File: config.mk
export PLATFORM = sky130hd
export DESIGN_NAME = dplca_txop_aging_p
export DESIGN_NICKNAME = d
export VERILOG_FILES = /design/src/rtl/dplca_pkg.sv /design/src/rtl/dplca_txop_aging_p_free_scan.sv /design/src/rtl/dplca_txop_aging_p.sv
export SDC_FILE = /design/constraint.sdc
export NUM_CORES = 1
export LEC_CHECK = 0
export ABC_AREA = 1
export CAP_MARGIN = 15
export CORE_AREA = 2 2 302 304
export CTS_CLUSTER_DIAMETER = 100
export DETAILED_ROUTE_END_ITERATION = 12
export DIE_AREA = 0 0 304 306
export PLACE_DENSITY_LB_ADDON = 0.25
export SLEW_MARGIN = 30
export SYNTH_ARGS = -nofsm -noshare
export SYNTH_HDL_FRONTEND = slang
export SYNTH_SLANG_ARGS = --single-unit
File: constraint.sdc
create_clock -name clk -period 8.97 [get_ports clk]
set_clock_uncertainty 0.1 [all_clocks]
set_input_delay 1.794 -clock clk [delete_from_list [all_inputs] [get_ports clk]]
set_output_delay 1.794 -clock clk [all_outputs]
set_load 0.01 [all_outputs]
File: src/rtl/dplca_pkg.sv
// dplca_pkg
// Shared definitions for the DPLCA TXOP claim-table aging block:
//   - dplca_state_e : aging FSM state encoding (visible on dplca_aging_state)
//   - CLAIM_*       : dplca_txop_claim codes from the PLCA RX observer
//   - ON/OFF, TRUE/FALSE : single-bit constants for enables and flags
package dplca_pkg;

    typedef enum logic [2:0] {
        S_DISABLED       = 3'd0,
        S_WAIT_TXOP_END  = 3'd1,
        S_TXOP_END       = 3'd2,
        S_UPDATE_CLAIMED = 3'd3,
        S_NOTIFY         = 3'd4,
        S_SCAN           = 3'd5
    } dplca_state_e;

    localparam logic [1:0] CLAIM_UNCLAIMED = 2'b00;
    localparam logic [1:0] CLAIM_CLAIMED   = 2'b01;

    localparam logic ON    = 1'b1;
    localparam logic OFF   = 1'b0;
    localparam logic TRUE  = 1'b1;
    localparam logic FALSE = 1'b0;

endpackage

File: src/rtl/dplca_txop_aging_p_free_scan.sv
// dplca_free_scan
// Walks the live claim table SCAN_LANES entries per clock and reports the
// lowest unclaimed id (index 0 is never eligible).
// Optional macro DPLCA_TXOP_COUNT_EN adds a running count of claimed ids.
// Ports:
//   clk, reset_n    : clock, async active-low reset
//   clear           : synchronous abort/clear of the scan and its results
//   start           : one-cycle pulse; the scan runs on the following cycles
//   claim_table     : live table, held stable while the scan runs
//   done            : high during the last scan cycle
//   free_id/valid   : result, updated only when a scan completes
//   claimed_cnt     : (DPLCA_TXOP_COUNT_EN) set bits in 1..MAX_TXOP-1
module dplca_free_scan
    import dplca_pkg::*;
#(
    parameter int MAX_TXOP   = 256,
    parameter int ID_W       = 8,
    parameter int SCAN_LANES = 8
) (
    input  logic                clk,
    input  logic                reset_n,
    input  logic                clear,
    input  logic                start,
    input  logic [MAX_TXOP-1:0] claim_table,
    output logic                done,
    output logic [ID_W-1:0]     free_id,
    output logic                free_valid
`ifdef DPLCA_TXOP_COUNT_EN
    ,
    output logic [ID_W:0]       claimed_cnt
`endif
);

    localparam int N_CHUNK = MAX_TXOP / SCAN_LANES;
    localparam int CW      = (N_CHUNK > 1) ? $clog2(N_CHUNK) : 1;
    localparam int LW      = (SCAN_LANES > 1) ? $clog2(SCAN_LANES) : 1;

    logic                  busy;
    logic [CW-1:0]         chunk_idx;
    logic                  hit_q;
    logic [ID_W-1:0]       hit_id_q;

    logic [SCAN_LANES-1:0] lanes_raw;
    logic [SCAN_LANES-1:0] lanes;
    logic                  lane_hit;
    logic [LW-1:0]         lane_sel;
    logic [ID_W-1:0]       cand_id;

    always_comb begin
        lanes_raw = '0;
        for (int c = 0; c < N_CHUNK; c++) begin
            if (chunk_idx == CW'(c)) begin
                lanes_raw = claim_table[c*SCAN_LANES +: SCAN_LANES];
            end
        end
        // id 0 is reserved, so it never counts as free
        lanes = lanes_raw;
        if (chunk_idx == '0) begin
            lanes[0] = TRUE;
        end
        // descending loop leaves the lowest free lane selected
        lane_hit = FALSE;
        lane_sel = '0;
        for (int i = SCAN_LANES - 1; i >= 0; i--) begin
            if (!lanes[i]) begin
                lane_hit = TRUE;
                lane_sel = LW'(i);
            end
        end
        cand_id = ID_W'(chunk_idx) * ID_W'(SCAN_LANES) + ID_W'(lane_sel);
    end

    assign done = busy && (chunk_idx == CW'(N_CHUNK - 1));

`ifdef DPLCA_TXOP_COUNT_EN
    logic [SCAN_LANES-1:0] cnt_lanes;
    logic [ID_W:0]         chunk_pop;
    logic [ID_W:0]         acc_q;
    logic [ID_W:0]         acc_next;

    always_comb begin
        cnt_lanes = lanes_raw;
        if (chunk_idx == '0) begin
            cnt_lanes[0] = FALSE;
        end
        chunk_pop = '0;
        for (int i = 0; i < SCAN_LANES; i++) begin
            chunk_pop = chunk_pop + (ID_W+1)'(cnt_lanes[i]);
        end
        acc_next = acc_q + chunk_pop;
    end

    always_ff @(posedge clk or negedge reset_n) begin
        if (!reset_n) begin
            acc_q       <= '0;
            claimed_cnt <= '0;
        end else if (clear) begin
            acc_q       <= '0;
            claimed_cnt <= '0;
        end else if (start) begin
            acc_q <= '0;
        end else if (busy) begin
            acc_q <= acc_next;
            if (done) begin
                claimed_cnt <= acc_next;
            end
        end
    end
`endif

    always_ff @(posedge clk or negedge reset_n) begin
        if (!reset_n) begin
            busy       <= FALSE;
            chunk_idx  <= '0;
            hit_q      <= FALSE;
            hit_id_q   <= '0;
            free_id    <= '0;
            free_valid <= FALSE;
        end else if (clear) begin
            busy       <= FALSE;
            chunk_idx  <= '0;
            hit_q      <= FALSE;
            hit_id_q   <= '0;
            free_valid <= FALSE;
        end else if (start) begin
            busy      <= TRUE;
            chunk_idx <= '0;
            hit_q     <= FALSE;
            hit_id_q  <= '0;
        end else if (busy) begin
            if (!hit_q && lane_hit) begin
                hit_q    <= TRUE;
                hit_id_q <= cand_id;
            end
            if (done) begin
                busy       <= FALSE;
                chunk_idx  <= '0;
                free_valid <= hit_q || lane_hit;
                if (hit_q) begin
                    free_id <= hit_id_q;
                end else if (lane_hit) begin
                    free_id <= cand_id;
                end else begin
                    free_id <= '0;
                end
            end else begin
                chunk_idx <= chunk_idx + CW'(1);
            end
        end
    end

endmodule

File: src/rtl/dplca_txop_aging_p.sv
// dplca_txop_aging_p
// DPLCA TXOP claim-table aging machine. Records claims from the PLCA RX
// observer, ages the live table from the "new" table every aging_cycles+1
// id-0 transactions, finds the lowest free id and acknowledges the observer
// with a 4-phase handshake (dplca_txop_end / dplca_txop_table_upd).
// Optional macro DPLCA_TXOP_COUNT_EN adds dplca_claimed_cnt.
// Ports:
//   clk, reset_n               : clock, async active-low reset
//   dplca_aging                : enable, low forces DISABLED
//   dplca_txop_end/claim/id    : observed transaction (request level)
//   aging_cycles               : id-0 transactions between aging events
//   txop_claim_table[_new]     : live / since-last-aging claim tables
//   dplca_aging_state          : FSM state
//   aging_cnt                  : aging counter
//   dplca_new_age              : aging happened in this transaction
//   dplca_txop_table_upd       : acknowledge
//   dplca_free_id/valid        : lowest free id in 1..MAX_TXOP-1
//   dplca_txop_id_err          : sticky out-of-range id flag
//   dplca_claimed_cnt          : (DPLCA_TXOP_COUNT_EN) claimed id count
//
// state            | meaning
// DISABLED         | aging off, tables and flags held clear
// WAIT_TXOP_END    | idle, waiting for an observed transaction
// TXOP_END         | claim/id captured, aging evaluated on id 0
// UPDATE_CLAIMED   | set the claimed id in both tables
// SCAN             | searching the live table for the lowest free id
// NOTIFY           | acknowledge held until txop_end drops
module dplca_txop_aging_p
    import dplca_pkg::*;
#(
    parameter int MAX_TXOP   = 256,
    parameter int ID_W       = 8,
    parameter int AGING_W    = 16,
    parameter int SCAN_LANES = 8
) (
    input  logic                clk,
    input  logic                reset_n,
    input  logic                dplca_aging,
    input  logic                dplca_txop_end,
    input  logic [1:0]          dplca_txop_claim,
    input  logic [ID_W-1:0]     dplca_txop_id,
    input  logic [AGING_W-1:0]  aging_cycles,
    output logic [MAX_TXOP-1:0] txop_claim_table,
    output logic [MAX_TXOP-1:0] txop_claim_table_new,
    output logic [2:0]          dplca_aging_state,
    output logic [AGING_W-1:0]  aging_cnt,
    output logic                dplca_new_age,
    output logic                dplca_txop_table_upd,
    output logic [ID_W-1:0]     dplca_free_id,
    output logic                dplca_free_valid,
    output logic                dplca_txop_id_err
`ifdef DPLCA_TXOP_COUNT_EN
    ,
    output logic [ID_W:0]       dplca_claimed_cnt
`endif
);

    dplca_state_e         state_q;
    dplca_state_e         state_d;
    logic [1:0]           claim_q;
    logic [ID_W-1:0]      id_q;
    logic                 id_bad;
    logic [MAX_TXOP-1:0]  id_mask;
    logic                 clr;
    logic                 scan_start;
    logic                 scan_done;

    assign dplca_aging_state = state_q;

    // clearing on the edge that enters DISABLED as well as while in it keeps
    // everything zero from the first DISABLED cycle onwards
    assign clr = (dplca_aging == OFF) || (state_q == S_DISABLED);

    assign id_bad = {1'b0, id_q} >= (ID_W+1)'(MAX_TXOP);

    always_comb begin
        id_mask = '0;
        for (int i = 0; i < MAX_TXOP; i++) begin
            id_mask[i] = (id_q == ID_W'(i));
        end
    end

    always_ff @(posedge clk or negedge reset_n) begin
        if (!reset_n) begin
            state_q <= S_DISABLED;
        end else begin
            state_q <= state_d;
        end
    end

    always_comb begin
        state_d = state_q;
        if (dplca_aging == OFF) begin
            state_d = S_DISABLED;
        end else begin
            case (state_q)
                S_DISABLED:       state_d = S_WAIT_TXOP_END;
                S_WAIT_TXOP_END:  if (dplca_txop_end) state_d = S_TXOP_END;
                S_TXOP_END:       state_d = (claim_q == CLAIM_CLAIMED) ? S_UPDATE_CLAIMED : S_SCAN;
                S_UPDATE_CLAIMED: state_d = S_SCAN;
                S_SCAN:           if (scan_done) state_d = S_NOTIFY;
                S_NOTIFY:         if (!dplca_txop_end) state_d = S_WAIT_TXOP_END;
                default:          state_d = S_DISABLED;
            endcase
        end
        scan_start = (state_d == S_SCAN) && (state_q != S_SCAN);
    end

    always_ff @(posedge clk or negedge reset_n) begin
        if (!reset_n) begin
            txop_claim_table     <= '0;
            txop_claim_table_new <= '0;
            aging_cnt            <= '0;
            dplca_new_age        <= FALSE;
            dplca_txop_id_err    <= FALSE;
            claim_q              <= '0;
            id_q                 <= '0;
        end else if (clr) begin
            txop_claim_table     <= '0;
            txop_claim_table_new <= '0;
            aging_cnt            <= '0;
            dplca_new_age        <= FALSE;
            dplca_txop_id_err    <= FALSE;
        end else begin
            case (state_q)
                S_WAIT_TXOP_END: begin
                    dplca_new_age <= FALSE;
                    if (dplca_txop_end) begin
                        claim_q <= dplca_txop_claim;
                        id_q    <= dplca_txop_id;
                    end
                end
                S_TXOP_END: begin
                    if (id_bad) begin
                        dplca_txop_id_err <= TRUE;
                    end
                    if (id_q == '0) begin
                        if (aging_cnt >= aging_cycles) begin
                            txop_claim_table     <= txop_claim_table_new;
                            txop_claim_table_new <= '0;
                            aging_cnt            <= '0;
                            dplca_new_age        <= TRUE;
                        end else if (aging_cnt != '1) begin
                            aging_cnt <= aging_cnt + AGING_W'(1);
                        end
                    end
                end
                S_UPDATE_CLAIMED: begin
                    if (!id_bad) begin
                        txop_claim_table     <= txop_claim_table | id_mask;
                        txop_claim_table_new <= txop_claim_table_new | id_mask;
                    end
                end
                S_NOTIFY: begin
                    if (!dplca_txop_end) begin
                        dplca_new_age <= FALSE;
                    end
                end
                default: ;
            endcase
        end
    end

    always_ff @(posedge clk or negedge reset_n) begin
        if (!reset_n) begin
            dplca_txop_table_upd <= FALSE;
        end else begin
            dplca_txop_table_upd <= (state_d == S_NOTIFY);
        end
    end

    dplca_free_scan #(
        .MAX_TXOP   (MAX_TXOP),
        .ID_W       (ID_W),
        .SCAN_LANES (SCAN_LANES)
    ) u_free_scan (
        .clk         (clk),
        .reset_n     (reset_n),
        .clear       (clr),
        .start       (scan_start),
        .claim_table (txop_claim_table),
        .done        (scan_done),
        .free_id     (dplca_free_id),
        .free_valid  (dplca_free_valid)
`ifdef DPLCA_TXOP_COUNT_EN
        ,
        .claimed_cnt (dplca_claimed_cnt)
`endif
    );

endmodule

==> out/metrics.csv, run 1 <==
stage;metric;value;unit
outcome;result of the run;completed;
clock_tree;CTS tree;built;
cells_and_area;Fill cells;8916;
sta;number of setup violations in the final report;0;
worst_setup_path;crit-path max cell delay;0.89;ns
global_route;first-pass GRT wire length;191.1;mm
clock_tree;number of clock sinks seen by CTS;567;
synthesis;number of register bits inferred by synthesis;567;
drt;Via-to-Cell Ratio;5.338;
power_and_ir_drop;part of the power in the clock network;0.445;
sta;number of slew-limit violations in the final report;0;
drt;Detail Route Antenna Nets;0;
worst_hold_path;startpoint of the most critical hold path;dplca_new_age;
power_and_ir_drop;logic gate share of total power;0.157;
global_route;Congestion Overflow GR;0;
sta;ratio of final minimum period to clock period;0.6047;
worst_setup_path;terminus of the critical flop-to-flop path;u_free_scan.hit_id_q[6];
synthesis;net count of the mapped netlist;4100;
power_and_ir_drop;cell internal power dissipation;0.004665;W
worst_setup_path;data arrival at the endpoint of the critical path;5.84;ns
clock_tree;Setup Fix Bufs, Post-CTS;0;
worst_setup_path;cell with the biggest individual delay on the critical path;sky130_fd_sc_hd__dfrtp_1;
worst_setup_path;maximum fanout count along the critical path;28;
sta;Highest Clock Rate;0.1844;GHz
clock_tree;CTS root buffer;sky130_fd_sc_hd__clkbuf_16;
synthesis;dominant synthesized flop cell;sky130_fd_sc_hd__dfrtp_1;
synthesis;largest cells by area after synthesis;sky130_fd_sc_hd__dfrtp_1, sky130_fd_sc_hd__nand2_1, sky130_fd_sc_hd__a21oi_1;
synthesis;portion of the post-synthesis area used by sequential elements;0.4671;
worst_setup_path;element type at the critical path end;flop;
drt;via count;30480;
drt;DRC violations left;0;
worst_setup_path;reg2reg start;u_free_scan.chunk_idx[4];
worst_setup_path;Critical Path RT;9.39;ns
global_route;global-route usage over all layers;0.2709;
synthesis;Cells after Synth;4047;
worst_hold_path;worst hold endpoint;dplca_new_age;
floorplan;chip width;304;um
floorplan;DIE AREA;93020;sq um
cells_and_area;diode insertion count for antenna repair;0;
synthesis;number of distinct standard cells referenced by the synthesized netlist;53;
global_route;via count of the first global-routing pass;28340;
cells_and_area;Area Overhead vs Synth;30.07;%
floorplan;y dimension of the die;306;um
run;max-cap check violation count;0;
clock_tree;H-Tree Depth;3;
sta;remaining max-slew budget at the tightest pin;0.3190;
clock_tree;maximum buffer depth of the clock tree;3;
sta;fin crit period;5.424;ns
sta;setup repair after global routing missed its margin;false;
sta;tightest hold margin;0.3928;ns
global_route;number of antenna violations at the first check in global routing;0;
worst_hold_path;Tightest Hold Check Type;flop to flop;
worst_setup_path;FF-to-FF path depth;42;
floorplan;number of I/O pins;573;
clock_tree;latest clock arrival within the worst-skew pair;0.62;ns
synthesis;synthesized area per cell;7.505;sq um
worst_setup_path;library cell appearing most often on the critical path;sky130_fd_sc_hd__nand2_1;
clock_tree;Gates resized, CTS repair;0;
place;# port buffers;571;
drt;final wirelength;129.5;mm
floorplan;site row count;110;
clock_tree;number of hold-repair buffers added at the cts stage;0;
sta;worst-margin pin slew;1.022;ns
cells_and_area;Post-layout nets;4534;
synthesis;Synth warnings;0;
drt;iteration count of the initial detailed-routing pass;8;
clock_tree;clock transition at the register clock pins on the worst setup and hold paths after CTS;0.06;ns
synthesis;Yosys top cell area share;0.4671;
synthesis;number of synthesized flops with an enable pin;0;
synthesis;leading cell type by number of instances after synthesis;sky130_fd_sc_hd__nand2_1;
worst_setup_path;cell class contributing the biggest share of worst-path delay;simple AND/OR/NAND/NOR gates;
power_and_ir_drop;Leakage Power;15.79;nW
worst_setup_path;startpoint types;flop;
global_route;maximum number of pins on one net before global-route repair;227;
worst_hold_path;worst hold path stage count;2;
synthesis;most area-hungry cell type in the Yosys netlist;sky130_fd_sc_hd__dfrtp_1;
sta;Fin. Hold Viols;0;
synthesis;Post-synth top cells;sky130_fd_sc_hd__nand2_1, sky130_fd_sc_hd__dfrtp_1, sky130_fd_sc_hd__a21oi_1;
clock_tree;number of clock buffers inserted by TritonCTS;68;
power_and_ir_drop;power density over cell area;170.9;nW/um^2
power_and_ir_drop;maximum VDD drop;0.0001233;V
synthesis;cell area after synthesis;30370;sq um
sta;total negative slack;0;ns
worst_setup_path;Setup Crit Path Kind;flop to flop;
floorplan;core area;89600;sq um
floorplan;starting density of the core;0.3390;
worst_setup_path;R2R setup slack;3.55;ns
drt;Iter 0 DRT Violations;2710;
power_and_ir_drop;switching power total;0.002087;W
power_and_ir_drop;switching part of the total power;0.3092;
place;DP Wirelength;87.28;mm
synthesis;fraction of registers with async set/reset;1.000;
cells_and_area;fraction of final layout cells with drive strength greater than 1;0.05757;
place;final estimated routing congestion in global placement;0.8685;
worst_setup_path;critical path buffer and inverter count;1;
drt;average wire per cell in the routed design;22.68;um
power_and_ir_drop;proportion of power drawn by flip-flops and latches;0.398;
[cells by family (layout without fill, tap and decap cells)]
family / count (synthesis) / after routing / share of synthesized area
buffers and inverters: 789 / 1276 / 0.1015
AOI/OAI and AO/OA: 1178 / 1178 / 0.2207
adders and majority gates: 23 / 23 / 0.009475
xor gates and xnor gates: 2 / 2 / 0.0005768
other: 1 / 1 / 0.0001235
DFF: 567 / 567 / 0.4671
and+or+nand+nor: 1483 / 1483 / 0.1990
muxes: 4 / 4 / 0.001483
[layout make-up]
type / instances / area [sq um] / share of cell area
flip-flops and latches: 567 / 14190 / 0.3591
multi-input cells: 2691 / 13150 / 0.3329
clock buffers: 99 / 2031 / 0.05140
clock inverters: 24 / 366.6 / 0.009280
well taps: 1176 / 1471 / 0.03724
inverters: 528 / 2012 / 0.05093
repair buffers: 625 / 6285 / 0.1591
[worst register-to-register path, delay by kind of cell, from the launching register on]
kind                   cells  cell delay [ns]
and+or+nand+nor           39             3.48
buffers and inverters      1             0.23
DFF                        1             0.89
AOI/OAI and AO/OA          2             0.63
[registers in the layout, indices dropped and copies added, names as in the netlist]
name	cells
txop_claim_table	256
txop_claim_table_new	256
aging_cnt	16
id_q	8
u_free_scan.free_id	8
u_free_scan.hit_id_q	8
u_free_scan.chunk_idx	5
dplca_aging_state	3
claim_q	2
dplca_new_age	1
dplca_txop_table_upd	1
u_free_scan.busy	1
u_free_scan.free_valid	1
u_free_scan.hit_q	1
[cell usage in the layout, fill, tap and decap left out, types with 7 or more instances in the layout]
cell                              synthesis  final
sky130_fd_sc_hd__inv_2                   11     13
sky130_fd_sc_hd__nand2_1                886    885
sky130_fd_sc_hd__nand3_2                  8      8
sky130_fd_sc_hd__a21oi_1                549    549
sky130_fd_sc_hd__nor3_1                  67     63
sky130_fd_sc_hd__o21ai_2                  9      9
sky130_fd_sc_hd__clkbuf_8                 0     17
sky130_fd_sc_hd__o31ai_1                214    214
sky130_fd_sc_hd__o21ai_0                332    331
sky130_fd_sc_hd__clkdlybuf4s50_1          0    570
sky130_fd_sc_hd__o311ai_0                45     45
sky130_fd_sc_hd__ha_1                    23     23
sky130_fd_sc_hd__nor2_2                   7      7
sky130_fd_sc_hd__o21ai_1                  8      8
sky130_fd_sc_hd__inv_1                  514    509
sky130_fd_sc_hd__or2_2                   22     22
sky130_fd_sc_hd__buf_12                   0      7
sky130_fd_sc_hd__nand4_1                 12     12
sky130_fd_sc_hd__buf_4                    6     41
sky130_fd_sc_hd__clkbuf_16                0     70
sky130_fd_sc_hd__nand3_1                 52     52
sky130_fd_sc_hd__bufinv_16                0      8
sky130_fd_sc_hd__clkinv_2                 0      9
sky130_fd_sc_hd__clkbuf_1               223     12
sky130_fd_sc_hd__nor2_1                 401    401
sky130_fd_sc_hd__dfrtp_1                567    567
[worst max-delay path by stage]
stage	start	end	slack [ns]	cells past startpoint
after global routing	u_free_scan.chunk_idx[4]	u_free_scan.hit_id_q[4]	3.07	42
after floorplan	aging_cycles[15]	txop_claim_table_new[0]	4.62	17
after global placement	aging_cycles[15]	txop_claim_table[135]	3.17	15
final	u_free_scan.chunk_idx[4]	u_free_scan.hit_id_q[6]	3.55	42
after CTS	u_free_scan.chunk_idx[4]	u_free_scan.hit_id_q[6]	3.63	42
after detailed placement	aging_cycles[1]	txop_claim_table[109]	3.04	14
[power groups by stage]
stage	Combinational (W)	Sequential, W	Clock [W]
2_1_floorplan	0.000482	0.00273	0
3_3_place_gp	0.00105	0.00273	0
3_5_place_dp	0.00106	0.00273	0
4_1_cts	0.00106	0.00269	0.00305
5_1_grt	0.00114	0.00269	0.00314
6_report	0.00106	0.00269	0.00300
[metrics by stage]
stage               worst slack, ns  utilization  total power [W]  std cells  cell area (sq um)
CTS                           3.632       0.4398         0.006791       5707              39410
global route                  3.065       0.4409         0.006975       5710              39510
detailed placement            3.039       0.4131         0.003786       5584              37010
global placement              3.165       0.4130         0.003783       5584              37000
floorplan                     4.618            -         0.003213       4047              30370
finish                        3.546       0.4409         0.006752       5710              39510
[metal layers]
| layer | GRT usage | vias to the layer above | share of wire |
|---|---|---|---|
| met4 | 0.08921 | 0 | 0.035 |
| met2 | 0.4226 | 1272 | 0.45 |
| met5 | 0 | - | 0 |
| met1 | 0.3796 | 14860 | 0.44 |
| met3 | 0.04866 | 216 | 0.076 |
| li1 | - | 14140 | - |
Power figures use the tool's default switching activity.
==> inputs of run 2 (changes only) <==
==> constraint.sdc (replaced) <==
create_clock -name clk -period 5.7 [get_ports clk]
set_clock_uncertainty 0.1 [all_clocks]
set_input_delay 1.14 -clock clk [delete_from_list [all_inputs] [get_ports clk]]
set_output_delay 1.14 -clock clk [all_outputs]
set_load 0.01 [all_outputs]
==> out/metrics.csv, run 2 (same netlist as run 1, synthesis figures left out) <==
stage;metric;value;unit
outcome;result of the run;completed;
cells_and_area;Layout Cells excl Fill;5723;
worst_setup_path;element type at the critical path end;flop;
clock_tree;number of clock sinks seen by CTS;567;
clock_tree;CTS tree;built;
cells_and_area;largest registers;txop_claim_table: 256 flops, txop_claim_table_new: 256 flops, aging_cnt: 16 flops;
drt;Iter 0 DRT Violations;3050;
clock_tree;H-Tree Depth;3;
drt;final wirelength;132.4;mm
sta;ratio of final minimum period to clock period;0.8968;
worst_setup_path;Critical Path RT;6.13;ns
cells_and_area;most frequent standard cell in the layout excluding fill and tap cells;sky130_fd_sc_hd__nand2_1;
worst_setup_path;crit-path max cell delay;0.50;ns
drt;Via-to-Cell Ratio;5.349;
worst_setup_path;launch point of the critical path;u_free_scan.chunk_idx[1];
cells_and_area;diode insertion count for antenna repair;0;
drt;Detail Route Antenna Nets;0;
drt;top routing layer used;met5;
worst_hold_path;Tightest Hold Check Type;primary input to asynchronous set/reset pin;
floorplan;core area;89600;sq um
global_route;Congestion Overflow GR;0;
clock_tree;number of clock buffers inserted by TritonCTS;68;
floorplan;DIE AREA;93020;sq um
drt;iteration count of the initial detailed-routing pass;6;
clock_tree;Gates resized, CTS repair;0;
clock_tree;clock transition at the register clock pins on the worst setup and hold paths after CTS;0.06;ns
global_route;global-route usage over all layers;0.2769;
place;worst slack after detailed placement;0.7360;ns
cells_and_area;fraction of final layout cells with drive strength greater than 1;0.06048;
clock_tree;Setup Fix Bufs, Post-CTS;0;
cells_and_area;Post-layout nets;4548;
worst_setup_path;cell with the biggest individual delay on the critical path;sky130_fd_sc_hd__ha_1;
run;max-cap check violation count;0;
sta;Fin. Hold Viols;0;
floorplan;chip width;304;um
power_and_ir_drop;Leakage Power;15.83;nW
sta;number of setup violations in the final report;0;
floorplan;y dimension of the die;306;um
sta;remaining max-slew budget at the tightest pin;0.3229;
cells_and_area;top library cells by usage in the layout, fill and taps aside;sky130_fd_sc_hd__nand2_1, sky130_fd_sc_hd__clkdlybuf4s50_1, sky130_fd_sc_hd__dfrtp_1, sky130_fd_sc_hd__a21oi_1, sky130_fd_sc_hd__inv_1;
drt;average wire per cell in the routed design;23.13;um
worst_setup_path;terminus of the critical flop-to-flop path;u_free_scan.hit_id_q[6];
worst_setup_path;FF-to-FF path depth;44;
place;# port buffers;571;
sta;worst-margin pin slew;1.016;ns
global_route;maximum number of pins on one net before global-route repair;152;
clock_tree;CTS root buffer;sky130_fd_sc_hd__clkbuf_16;
worst_setup_path;Setup Crit Path Kind;flop to flop;
drt;sum of met2 wire segment lengths after detailed routing;59.58;mm
clock_tree;number of hold-repair buffers added at the cts stage;0;
worst_setup_path;data arrival at the endpoint of the critical path;5.54;ns
worst_setup_path;R2R setup slack;0.59;ns
global_route;via count of the first global-routing pass;28310;
drt;via count;30610;
power_and_ir_drop;power density over cell area;266.1;nW/um^2
place;DP Wirelength;89.05;mm
sta;fin crit period;5.112;ns
worst_setup_path;library cell appearing most often on the critical path;sky130_fd_sc_hd__nand2_1;
global_route;number of antenna violations at the first check in global routing;6;
place;number of placed instances with taps included;5600;
sta;Final WS setup;0.5882;ns
worst_setup_path;startpoint types;flop;
drt;met3 routed WL;11.73;mm
sta;setup repair after global routing missed its margin;false;
floorplan;starting density of the core;0.3390;
drt;detailed-route wire length on metal 1;56.18;mm
floorplan;site row count;110;
cells_and_area;Area Overhead vs Synth;30.23;%
sta;number of slew-limit violations in the final report;0;
global_route;first-pass GRT wire length;193.1;mm
place;final estimated routing congestion in global placement;0.8659;
worst_setup_path;reg2reg start;u_free_scan.chunk_idx[1];
power_and_ir_drop;maximum VDD drop;0.0002029;V
drt;DRC violations left;0;
worst_setup_path;maximum fanout count along the critical path;9;
clock_tree;latest clock arrival within the worst-skew pair;0.63;ns
sta;Highest Clock Rate;0.1956;GHz
floorplan;number of I/O pins;573;
sta;total negative slack;0;ns
clock_tree;maximum buffer depth of the clock tree;3;
[run 2: metal layers]
metal | up-vias | track usage
li1 | 14180 | -
met1 | 14780 | 0.3761
met2 | 1423 | 0.4336
met3 | 229 | 0.06083
met4 | 4 | 0.09985
met5 | - | 0
[run 2: worst max-delay path, delay by kind of cell (launching register included)]
kind | cells | cell delay (ns)
AND/OR/NAND/NOR | 40 | 3.29
AO/OA/AOI/OAI | 2 | 0.56
adder cells (fa/ha/maj) | 1 | 0.50
flip-flops | 1 | 0.42
buffers and inverters | 1 | 0.16
[run 2: how the worst max path moves through the flow]
stage / slack [ns] / end / cells past startpoint
floorplan: 2.00 / txop_claim_table_new[0] / 17
global placement: 0.76 / u_free_scan.hit_id_q[7] / 44
detailed placement: 0.74 / u_free_scan.hit_id_q[6] / 44
CTS: 0.71 / u_free_scan.hit_id_q[6] / 44
global route: 0.19 / u_free_scan.hit_id_q[1] / 40
finish: 0.59 / u_free_scan.hit_id_q[6] / 44
[run 2: layout make-up]
| cell class | instances | area [sq um] |
|---|---|---|
| fill | 8944 | 50040 |
| sequential | 567 | 14190 |
| multi-input combinational | 2691 | 13150 |
| timing repair buffer | 639 | 6421 |
| inverter | 528 | 2012 |
| clock buffer | 94 | 1961 |
| tap | 1176 | 1471 |
| clock inverter | 28 | 354.1 |
[run 2: through the flow]
step           power (W)  utilization  hold WS, ns  cell area, sq um
6_report         0.01052       0.4415       0.3406             39560
5_1_grt          0.01088       0.4415       0.3682             39560
4_1_cts          0.01058       0.4411       0.4019             39530
3_5_place_dp    0.005987       0.4153       0.3807             37210
3_3_place_gp    0.005988       0.4152       0.3742             37200
2_1_floorplan   0.005056            -       0.3600             30370
[run 2: report_power, final]
part           total, W  switching, W  internal (W)
registers       0.00423      0.000111       0.00412
clock network   0.00459       0.00186       0.00273
logic           0.00170       0.00131      0.000385
